--- src/rtl/vga_pattern_sequencer.sv ---
// vga_pattern_sequencer
// Generates 640x480@60 Hz VGA timing and drives per-pixel 8-bit R/G/B codes
// for the three R2R DAC channels, plus the digital sync and blank pins.
// Every output is registered and reflects the (h, v) counter state of the
// previous cycle, so sync, blank and colour stay mutually aligned.
//
// Ports:
//   clk         pixel clock (25.175 MHz nominal)
//   rst_n       synchronous active-low reset
//   mode[1:0]   pattern select; takes effect only at a frame boundary
//   pause       1 = hold frame_count (freezes the animated pattern)
//   r/g/b[7:0]  DAC codes, forced to zero while blanked
//   hsync       horizontal sync, active low
//   vsync       vertical sync, active low
//   hblank      1 outside the horizontal active region
//   vblank      1 outside the vertical active region
//   frame_start one-cycle pulse with output pixel (0,0)
//   frame_count frame counter used by the animated pattern
module vga_pattern_sequencer #(
  parameter int unsigned H_ACTIVE = 640,
  parameter int unsigned H_FP     = 16,
  parameter int unsigned H_SYNC   = 96,
  parameter int unsigned H_BP     = 48,
  parameter int unsigned V_ACTIVE = 480,
  parameter int unsigned V_FP     = 10,
  parameter int unsigned V_SYNC   = 2,
  parameter int unsigned V_BP     = 33
) (
  input  logic       clk,
  input  logic       rst_n,
  input  logic [1:0] mode,
  input  logic       pause,
  output logic [7:0] r,
  output logic [7:0] g,
  output logic [7:0] b,
  output logic       hsync,
  output logic       vsync,
  output logic       hblank,
  output logic       vblank,
  output logic       frame_start,
  output logic [7:0] frame_count
);

  localparam int unsigned H_TOTAL = H_ACTIVE + H_FP + H_SYNC + H_BP;
  localparam int unsigned V_TOTAL = V_ACTIVE + V_FP + V_SYNC + V_BP;
  localparam int unsigned HW      = $clog2(H_TOTAL);
  localparam int unsigned VW      = $clog2(V_TOTAL);
  localparam int unsigned BAR_W   = H_ACTIVE / 8;
  localparam int unsigned BW      = $clog2(BAR_W);

  localparam logic [HW-1:0] H_LAST   = HW'(H_TOTAL - 1);
  localparam logic [HW-1:0] H_ACT_C  = HW'(H_ACTIVE);
  localparam logic [HW-1:0] HS_START = HW'(H_ACTIVE + H_FP);
  localparam logic [HW-1:0] HS_END   = HW'(H_ACTIVE + H_FP + H_SYNC);
  localparam logic [VW-1:0] V_LAST   = VW'(V_TOTAL - 1);
  localparam logic [VW-1:0] V_ACT_C  = VW'(V_ACTIVE);
  localparam logic [VW-1:0] VS_START = VW'(V_ACTIVE + V_FP);
  localparam logic [VW-1:0] VS_END   = VW'(V_ACTIVE + V_FP + V_SYNC);
  localparam logic [BW-1:0] BAR_LAST = BW'(BAR_W - 1);

  typedef enum logic [1:0] {
    PAT_BARS = 2'd0,
    PAT_GREY = 2'd1,
    PAT_XOR  = 2'd2,
    PAT_ANIM = 2'd3
  } pattern_e;

  logic [HW-1:0] h_q, h_d;
  logic [VW-1:0] v_q, v_d;
  logic [7:0]    fc_q, fc_d;
  logic [BW-1:0] sub_q, sub_d;
  logic [2:0]    bar_q, bar_d;
  pattern_e      mode_q, mode_d;

  logic          line_end, frame_end, frame_first, active;
  logic [7:0]    x8, y8;
  logic [2:0]    bar_c;
  logic [7:0]    r_d, g_d, b_d;
  logic          hsync_d, vsync_d;

  // Counters, bar tracker and frame counter
  always_comb begin
    line_end    = (h_q == H_LAST);
    frame_end   = line_end && (v_q == V_LAST);
    frame_first = (h_q == '0) && (v_q == '0);

    h_d = line_end ? '0 : h_q + 1'b1;
    v_d = v_q;
    if (line_end) begin
      v_d = (v_q == V_LAST) ? '0 : v_q + 1'b1;
    end

    fc_d = fc_q;
    if (frame_end && !pause) begin
      fc_d = fc_q + 8'd1;
    end

    // Bar index advances every BAR_W pixels and saturates at the last bar;
    // pixels past the active region are blanked so saturation is harmless.
    sub_d = sub_q;
    bar_d = bar_q;
    if (line_end) begin
      sub_d = '0;
      bar_d = '0;
    end else if (sub_q == BAR_LAST) begin
      sub_d = '0;
      if (bar_q != 3'd7) begin
        bar_d = bar_q + 3'd1;
      end
    end else begin
      sub_d = sub_q + 1'b1;
    end

    // Pixel (0,0) uses the freshly sampled mode so the whole frame,
    // including its first pixel, is drawn with one pattern.
    mode_d = frame_first ? pattern_e'(mode) : mode_q;
  end

  // Pixel generation for the current counter state
  always_comb begin
    active  = (h_q < H_ACT_C) && (v_q < V_ACT_C);
    x8      = 8'(h_q);
    y8      = 8'(v_q);
    bar_c   = 3'd7 - bar_q;
    hsync_d = !((h_q >= HS_START) && (h_q < HS_END));
    vsync_d = !((v_q >= VS_START) && (v_q < VS_END));
    r_d     = '0;
    g_d     = '0;
    b_d     = '0;
    if (active) begin
      unique case (mode_d)
        PAT_BARS: begin
          r_d = {8{bar_c[2]}};
          g_d = {8{bar_c[1]}};
          b_d = {8{bar_c[0]}};
        end
        PAT_GREY: begin
          r_d = x8;
          g_d = x8;
          b_d = x8;
        end
        PAT_XOR: begin
          r_d = x8 ^ y8;
          g_d = x8;
          b_d = y8;
        end
        PAT_ANIM: begin
          r_d = x8 + fc_q;
          g_d = y8 + fc_q;
          b_d = x8 ^ y8;
        end
        default: begin
          r_d = '0;
          g_d = '0;
          b_d = '0;
        end
      endcase
    end
  end

  always_ff @(posedge clk) begin
    if (!rst_n) begin
      h_q         <= '0;
      v_q         <= '0;
      fc_q        <= '0;
      sub_q       <= '0;
      bar_q       <= '0;
      mode_q      <= PAT_BARS;
      r           <= '0;
      g           <= '0;
      b           <= '0;
      hsync       <= 1'b1;
      vsync       <= 1'b1;
      hblank      <= 1'b0;
      vblank      <= 1'b0;
      frame_start <= 1'b0;
      frame_count <= '0;
    end else begin
      h_q         <= h_d;
      v_q         <= v_d;
      fc_q        <= fc_d;
      sub_q       <= sub_d;
      bar_q       <= bar_d;
      mode_q      <= mode_d;
      r           <= r_d;
      g           <= g_d;
      b           <= b_d;
      hsync       <= hsync_d;
      vsync       <= vsync_d;
      hblank      <= (h_q >= H_ACT_C);
      vblank      <= (v_q >= V_ACT_C);
      frame_start <= frame_first;
      frame_count <= fc_q;
    end
  end

endmodule
--- config.mk ---
export PLATFORM = sky130hd
export DESIGN_NAME = vga_pattern_sequencer
export DESIGN_NICKNAME = d
export VERILOG_FILES = /design/src/rtl/vga_pattern_sequencer.sv
export SDC_FILE = /design/constraint.sdc
export NUM_CORES = 1
export LEC_CHECK = 0
export CAP_MARGIN = 10
export CORE_MARGIN = 2
export CORE_UTILIZATION = 45
export DETAILED_ROUTE_END_ITERATION = 10
export HOLD_SLACK_MARGIN = 0.06
export PLACE_DENSITY = 0.66
export SLEW_MARGIN = 20
export SYNTH_ARGS = -nofsm -noshare
export SYNTH_HDL_FRONTEND = slang
export SYNTH_SLANG_ARGS = --single-unit
--- constraint.sdc ---
create_clock -name clk -period 5.18 [get_ports clk]
set_input_delay 0.518 -clock clk [delete_from_list [all_inputs] [get_ports clk]]
set_output_delay 0.518 -clock clk [all_outputs]
set_load 0.02 [all_outputs]
; ---- Word level (Yosys, flattened, before mapping)
; Cells that the tools add are included.
[classes]
n_lt_le_gt_ge = 8
reduce_logical = 17
bitwise_logic = 2
addsub = 8
eq_ne = 7
mux = 5
[op_table]
columns = cell, n
row1 = $pmux W8 S4, 2
row2 = $pmux W8 S3, 1
row3 = $add A10 B1 Y10 const B, 2
row4 = $eq A10 B10 Y1 const B, 2
row5 = $ge A10 B10 Y1 const B, 2
row6 = $ge A10 B9 Y1 const B, 2
row7 = $logic_not A10 Y1, 2
row8 = $lt A10 B10 Y1 const B, 2
row9 = $lt A10 B9 Y1 const B, 2
row10 = $add A8 B8 Y8, 2
row11 = $mux W10, 1
row12 = $add A8 B1 Y8 const B, 1
row13 = $xor A8 B8 Y8, 1
row14 = $add A7 B1 Y7 const B, 1
row15 = $eq A7 B7 Y1 const B, 1
row16 = $logic_and A1 B1 Y1, 6
row17 = $eq A2 B2 Y1 const B, 2
row18 = $reduce_and A2 Y1, 2
row19 = $reduce_or A2 Y1, 2
row20 = $add A3 B1 Y3 const B, 1
row21 = $logic_not A1 Y1, 3
row22 = $ne A3 B3 Y1 const B, 1
row23 = $reduce_or A3 Y1, 1
row24 = $sub A3 B3 Y3 const A, 1
row25 = other kinds (4), 4
[word_totals]
ff_bits = 77
in_bits = 5

; ---- Longest topological paths before layout
; Gate-level depths: netlist of run 1.
[logic_depth]
depth_word = 6
ltp_mapped = 11
depth_no_buf = 10

; ---- Worst setup path after synthesis of run 1
; No wires, ideal clock.
[synth_path]
path_type = register -> register
start = register h_q[2]
end = register b[3]
arrival_time_ns = 2.406
setup_slack_ns = 2.695
path_stages_with_launch = 10
t_required_ns = 5.101
setup_time_ns = 0.079
path_cell_list = dfxtp_1 -> buf_6 -> or4_4 -> nor3_2 -> buf_6 -> mux2_4 -> or3_1 -> buf_2 -> and3_1 -> nor3_1
[synth_via]
elab_chain_cells = 5
elab_cells_between_ends = 11
classes_between = order compare: 1 / eq/ne: 3 / mux: 2 / reduce/logical: 5
[synth_rtl]
columns = item, line_no
row1 = from (decl), 68  ; logic [HW-1:0] h_q, h_d;
row2 = from (signal assigned), 163  ; h_q <= '0;
row3 = from (signal assigned), 179  ; h_q <= h_d;
row4 = $logic_not A10 Y1, 85  ; frame_first = (h_q == '0) && (v_q == '0);
row5 = $logic_and A1 B1 Y1, 85
row6 = $mux W2, 116  ; mode_d = frame_first ? pattern_e'(mode) : mode_q;
row7 = $eq A2 B2 Y1 (tied with other cells), 131  ; unique case (mode_d)
row8 = $pmux W8 S4, 131
row9 = to (signal assigned), 171  ; b <= '0;
row10 = to (signal assigned), 187  ; b <= b_d;
row11 = to (decl), 35  ; output logic [7:0] b,
; Several ways; a longest one is shown, not always the timed one.
; A chain may end at the register's enable or synchronous reset.

; ---- Worst setup path after layout of run 1
[layout_path]
start = register h_q[3]
end = register r[7]
[layout_via]
elab_chain_cells = 5
elab_cells_between_ends = 12
classes_between = add/sub: 1 / order compare: 1 / eq/ne: 3 / mux: 2 / reduce/logical: 5
[layout_rtl]
columns = item, line_no
row1 = branches (longest 5 deep; another with $add A8 B8 Y8), n/a
row2 = to (signal assigned), 185  ; r <= r_d;
row3 = to (decl), 33  ; output logic [7:0] r,
; Several ways; the timed one is not identified.

==> results.toml, run 1 <==
[status]
status = "finished, final reports clean"

[floorplanning]
rows = 34
io-pin-count = 42
chipWidth_um = 97.93
floorplan.initialDensity_pct = 45.97
floorplan.die_area_sq_um = 9589
floorplan.core_area_sq_um = 8636
fp.dieH_um = 97.93

[placement]
dp.cells = 571
port_buffers = 41
hpwl_mm = 6.806
gp_congestion = 0.9438

[synthesis]
synth_top_cells_by_count = "dfxtp_1, nor2_1, nand2_1"
async_flop_share_pct = 0
syn-cell-area_sq_um = 3970
synth_top_cells_by_area = "dfxtp_1, ha_1, xnor2_1"
most_common_cell_in_the_synthesized_netlist = "dfxtp_1"
synthDominantAreaCellType = "dfxtp_1"
synth.yosys.seq_area_share_pct = 38.83
netlist_instances = 445
ys.warnings.count = 0
post_synth.cell_area_avg_sq_um = 8.921
synth_edf_count = 0
synth_top_flop_cell = "dfxtp_1"
synth_top_area_share_pct = 38.83
yosys_register_bits = 77
yosysUniqueCellTypes = 55
synth_fp_nets = 475

[layout]
antenna_cells = 0
design.final.nets = 504
layout.cells.non_filler = 586
flow.area_growth_from_synthesis_pct = 16.26
nFillCells = 820
final_layout_size_suffix_gt1_share_pct = 6.276
layout.core_utilization_pct = 53.45

[clocking]
cts-htree-levels = 3
clockBufferDepth = 2
cts_setup_buffers = 0
post_cts_resized = 0
number_of_clock_buffers_inserted_by_tritoncts = 9
cts_sinks = 77
cts_hold_repair.buffers = 0
tritoncts_clock_tree = "yes"
clock_pin_slew_on_the_worst_setup_and_hold_paths_ns = 0.08
clock_tree.root_cell = "clkbuf_8"
clock_latency_ns = 0.34

[sta]
grt_setup_unrepaired = "false"
slew_headroom_pct = 32.58
hold_ws_ns = 0.4398
worst_slew_pin_slew_ns = 0.9858
final-setup-viol-count = 0
maxSlewViolCount = 0
min_period_over_period_pct = 61.81
achievable-frequency_ghz = 0.3123
hold_fails_final_rpt = 0
worst_clock_skew_ns = 0.008796
fin_tns_setup_ns = 0
finalCriticalPeriod_ns = 3.202

[detailed_routing]
detail_route.iter0.violations = 179
route.final.wire_length_mm = 9.393
wl_per_cell_um = 16.03
drtPass1Iterations = 8
remaining_drcs = 0
route.antenna.remaining_nets = 0
routed_via_density = 5.490
route.vias.total = 3217

[setup_path]
critPathMaxStageDelay_ns = 0.78
worst_setup_path_startpoint = "h_q[3]$_SDFF_PP0_"
cpLargestDelayFamily = "simple AND/OR/NAND/NOR gates"
timing.critical_path.fanout_max = 11
timing.critical_path.required_ns = 5.39
worst_r2r_startpoint = "h_q[3]$_SDFF_PP0_"
worst-endpoint-arrival_ns = 3.41
timing.setup.critical_path_class = "reg -> reg"
crit_path_start_kind = "flip-flop"
ordered_cell_list_for_the_critical_path = "or4_4 -> nor3_2 -> mux2i_1 -> o21ai_0 -> a222oi_1 -> nor2_1"
element_type_at_the_critical_path_end = "flip-flop"
worst-path-buf-inv = 0
slowest_stage = "nor3_2"

[global_routing]
gr-usage-all-layers_pct = 19.90
first_global_vias = 2991
wire_length_of_the_first_global_routing_pass_mm = 15.31
antenna_found_initial = 0
grt_max_degree = 28
grt.overflow.total = 0

[power]
ir_worst_vdd_mv = 0.1246
comb_power_share_pct = 15.1
switching_share_pct = 25.56
net-switching-power_uw = 355.1
power_frac_seq_pct = 46.2
p_int_mw = 1.034
power.static_leakage_nw = 1.819
pwr_density_cell_nw_per_um2 = 300.9
clkPwrFrac_pct = 38.6

[flow_run]
number_of_max_capacitance_violations_reported = 0

[worst_hold_path]
timing.hold.worst.start = "sub_q[0]$_SDFF_PP0_"
timing.hold.worst.class = "reg -> reg"
## per-stage QoR
step	power [mW]	worst slack, ns	area (sq um)
2_1_floorplan	0.7908	2.695	3970
3_3_place_gp	0.8619	2.203	4379
3_5_place_dp	0.8641	2.101	4379
4_1_cts	1.397	2.070	4616
5_1_grt	1.448	1.716	4616
6_report	1.389	1.978	4616
## cell usage in the layout (no fill, tap or decap), drive strengths merged, types with 4 or more instances in the layout
| master | instances |
|---|---|
| a21oi | 27 |
| nand4 | 6 |
| dfxtp | 77 |
| o21ai | 17 |
| xor2 | 17 |
| inv | 15 |
| a221oi | 4 |
| clkbuf | 9 |
| and3 | 5 |
| nor3 | 6 |
| nor2 | 46 |
| a22oi | 5 |
| xnor2 | 32 |
| nand3 | 24 |
| mux2i | 8 |
| nor4 | 5 |
| nor2b | 10 |
| clkdlybuf4s50 | 41 |
| nand2 | 33 |
| ha | 23 |
| and2 | 20 |
## flip-flops by register name, summed over array words and instances, names as in the netlist
name / cells
hsync: 1
vblank: 1
vsync: 1
hblank: 1
b: 8
h_q: 10
fc_q: 8
frame_start: 1
frame_count: 8
g: 8
v_q: 10
r: 8
bar_q: 3
sub_q: 7
mode_q: 2
## power by group through the flow
stage	clock (mW)	combinational (mW)	sequential, mW
6_report	0.537	0.210	0.642
5_1_grt	0.574	0.226	0.647
4_1_cts	0.545	0.210	0.643
3_5_place_dp	0	0.208	0.656
3_3_place_gp	0	0.206	0.656
2_1_floorplan	0	0.105	0.686
## final timing paths
| path | slack [ns] | cells past startpoint | end |
|---|---|---|---|
| hold / removal | 0.44 | 1 | sub_q[0]$_SDFF_PP0_ |
| hold reg to reg | 0.44 | 1 | sub_q[0]$_SDFF_PP0_ |
| setup reg to reg | 1.98 | 6 | r[7]$_SDFF_PN0_ |
| setup / recovery | 1.98 | 6 | r[7]$_SDFF_PN0_ |
## layer usage
layer | vias to the layer above | global-route usage (%) | part of all wire [%]
li1 | 1575 | - | -
met3 | 19 | 3.078 | 6.0
met2 | 111 | 31.35 | 46
met1 | 1512 | 27.40 | 46
met4 | 0 | 8.013 | 2.4
met5 | - | 0 | 0
## layout make-up
type / instances / area [sq um] / share of cell area (%)
clock inverters: 6 / 112.6 / 2.440
clock buffers: 9 / 123.9 / 2.684
inverters: 15 / 56.30 / 1.220
well taps: 108 / 135.1 / 2.928
flip-flops and latches: 77 / 1541 / 33.40
multi-input cells: 329 / 2228 / 48.28
repair buffers: 42 / 417.9 / 9.054
## logic make-up after synthesis
logic type | count (synthesis) | share of synthesized area, %
xor+xnor | 49 | 10.81
buf+inv | 39 | 5.042
mux | 10 | 2.963
compound gates | 69 | 10.81
simple gates | 176 | 23.29
flops | 77 | 38.83
fa+ha+maj | 25 | 8.257
Power figures use the tool's default switching activity.
==> run 2, diff against run 1 <==
--- a/config.mk
+++ b/config.mk
@@ -10,7 +10,7 @@
 export CORE_UTILIZATION = 45
 export DETAILED_ROUTE_END_ITERATION = 10
 export HOLD_SLACK_MARGIN = 0.06
-export PLACE_DENSITY = 0.66
+export PLACE_DENSITY = 0.68
 export SLEW_MARGIN = 20
 export SYNTH_ARGS = -nofsm -noshare
 export SYNTH_HDL_FRONTEND = slang
==> constraint.sdc (replaced) <==
create_clock -name clk -period 2.8 [get_ports clk]
set_input_delay 0.28 -clock clk [delete_from_list [all_inputs] [get_ports clk]]
set_output_delay 0.28 -clock clk [all_outputs]
set_load 0.02 [all_outputs]
==> run 2 against run 1 <==
  * Cell count increased by 4.9%
  * Critical path depth increased by 4
  * Non-clock buffer count increased by 28
  * Sequential power increased by 84%
  * Flip-flop and latch count unchanged
  * Combinational power increased by 100%
  * Cell area increased by 3.4%
  * Highest routed layer unchanged
==> results.toml, run 2 (same netlist as run 1, synthesis figures left out) <==
[setup_path]
ordered_cell_list_for_the_critical_path = "inv_1 -> ha_1 -> nor4b_1 -> nand4_1 -> nor3_2 -> buf_4 -> mux2_4 -> or3_1 -> and3_1 -> nor3_1"
crit-reg2reg-capture = "b[3]$_SDFF_PN0_"
timing.reg2reg.setup_slack_ns = 0.19
ff2ff_path_depth = 10
slowest_stage = "or3_1"
crit_path_start_kind = "flip-flop"
timing.critical_path.fanout_max = 10
worst-endpoint-arrival_ns = 2.89
critPathMaxStageDelay_ns = 0.48
timing.critical_path.required_ns = 3.09
worst-path-buf-inv = 2
worst_r2r_startpoint = "h_q[0]$_SDFF_PP0_"
element_type_at_the_critical_path_end = "flip-flop"
timing.setup.critical_path_class = "reg -> reg"
cpLargestDelayFamily = "simple AND/OR/NAND/NOR gates"

[worst_hold_path]
hold-path-cell-count = 1
holdPathEnd = "sub_q[0]$_SDFF_PP0_"
timing.hold.worst.class = "reg -> reg"
timing.hold.worst.start = "sub_q[0]$_SDFF_PP0_"

[flow_run]
number_of_max_capacitance_violations_reported = 0

[floorplanning]
floorplan.initialDensity_pct = 45.97
floorplan.core_area_sq_um = 8636
floorplan.die_area_sq_um = 9589
chipWidth_um = 97.93
rows = 34
fp.dieH_um = 97.93
io-pin-count = 42

[power]
clkPwrFrac_pct = 33.0
ir_worst_vdd_mv = 0.2260
power.static_leakage_nw = 1.928
net-switching-power_uw = 725.1
p_int_mw = 1.678
pwr_density_cell_nw_per_um2 = 503.6
comb_power_share_pct = 17.9
switching_share_pct = 30.18
power.total_mw = 2.403
power_frac_seq_pct = 49.1

[layout]
final_design_area_no_fill_sq_um = 4771
design.final.nets = 532
nFillCells = 786
layout.area.seq_sq_um = 1541
final_layout_size_suffix_gt1_share_pct = 11.64
commonest_cells_after_routing_fill_and_taps_aside = "dfxtp_1, nor2_1, clkdlybuf4s50_1"
layout_top_registers = "h_q: 10 flops, v_q: 10 flops"
antenna_cells = 0
commonest_non_fill_non_tap_cell_in_the_layout = "dfxtp_1"
multi_input_area_sq_um = 2228
flow.area_growth_from_synthesis_pct = 20.17

[detailed_routing]
wl_per_cell_um = 16.47
drtPass1Iterations = 4
remaining_drcs = 0
route.final.wire_length_mm = 10.13
route.vias.total = 3333
routed_via_density = 5.420
route.antenna.remaining_nets = 0
detail_route.iter0.violations = 150

[clocking]
cts_hold_repair.buffers = 0
cts_setup_buffers = 0
clock_pin_slew_on_the_worst_setup_and_hold_paths_ns = 0.09
number_of_clock_buffers_inserted_by_tritoncts = 9
post_cts_resized = 0
clock_latency_ns = 0.36
cts_sinks = 77
clock_tree.root_cell = "clkbuf_8"
cts-htree-levels = 3
tritoncts_clock_tree = "yes"
clockBufferDepth = 2

[global_routing]
wire_length_of_the_first_global_routing_pass_mm = 16.30
gr-usage-all-layers_pct = 21.69
first_global_vias = 3243
grt_max_degree = 27
antenna_found_initial = 0
grt.overflow.total = 0

[sta]
min_period_over_period_pct = 93.09
finalCriticalPeriod_ns = 2.607
achievable-frequency_ghz = 0.3836
worst_slew_pin_slew_ns = 0.7763
maxSlewViolCount = 0
grt_setup_unrepaired = "false"
worst_clock_skew_ns = 0.009751
final-setup-viol-count = 0
slew_headroom_pct = 47.90
fin_tns_setup_ns = 0
hold_fails_final_rpt = 0

[placement]
hpwl_mm = 7.429
port_buffers = 41
placedInstanceArea_sq_um = 4589
gp_congestion = 0.9365

[status]
status = "finished, final reports clean"
## run 2: changes by cell type in the layout (fill, tap and decap cells not counted)
cell / change
clkinv_4: -1
clkinv_2: -1
clkinvlp_4: +3
inv_6: +3
buf_4: +28
bufinv_16: -3
## run 2: stage by stage
stage                     hold WS (ns)  std cells  utilization (%)  setup WS (ns)
after floorplan                 0.4132        445                -         0.3150
after global placement          0.4285        599            53.14         0.3163
after detailed placement        0.4327        599            53.14         0.2400
after CTS                       0.4465        615            55.24         0.2198
after global routing            0.4730        615            55.24       0.003344
final                           0.4479        615            55.24         0.1934
## run 2: cell type report
class | count | share of cell area (%)
flip-flops and latches | 77 | 32.31
clock buffers | 9 | 2.596
clock inverters | 7 | 1.206
inverters | 15 | 1.180
repair buffers | 70 | 13.17
well taps | 108 | 2.832
multi-input cells | 329 | 46.71
## run 2: layer usage
metal	part of all wire [%]	GRT usage (%)	up-vias
met4	2.0	8.868	0
met3	4.8	3.722	18
met1	44	27.58	1595
met2	49	36.51	85
li1	-	-	1635
met5	0	0	-
## run 2: worst max-delay path by stage
stage	startpoint	to	slack (ns)	cells past startpoint
CTS	h_q[0]$_SDFF_PP0_	b[3]$_SDFF_PN0_	0.22	10
global placement	h_q[0]$_SDFF_PP0_	b[3]$_SDFF_PN0_	0.32	10
detailed placement	h_q[0]$_SDFF_PP0_	b[3]$_SDFF_PN0_	0.24	10
finish	h_q[0]$_SDFF_PP0_	b[3]$_SDFF_PN0_	0.19	10
floorplan	h_q[2]$_SDFF_PP0_	b[3]$_SDFF_PN0_	0.31	9
global route	h_q[0]$_SDFF_PP0_	b[3]$_SDFF_PN0_	0.003	10
## run 2: power by group through the flow
stage               Sequential, mW  Combinational, mW  Clock, mW
CTS                           1.18              0.427      0.810
global placement              1.20              0.421          0
floorplan                     1.27              0.194          0
finish                        1.18              0.430      0.793
global route                  1.19              0.461      0.863
detailed placement            1.21              0.425          0
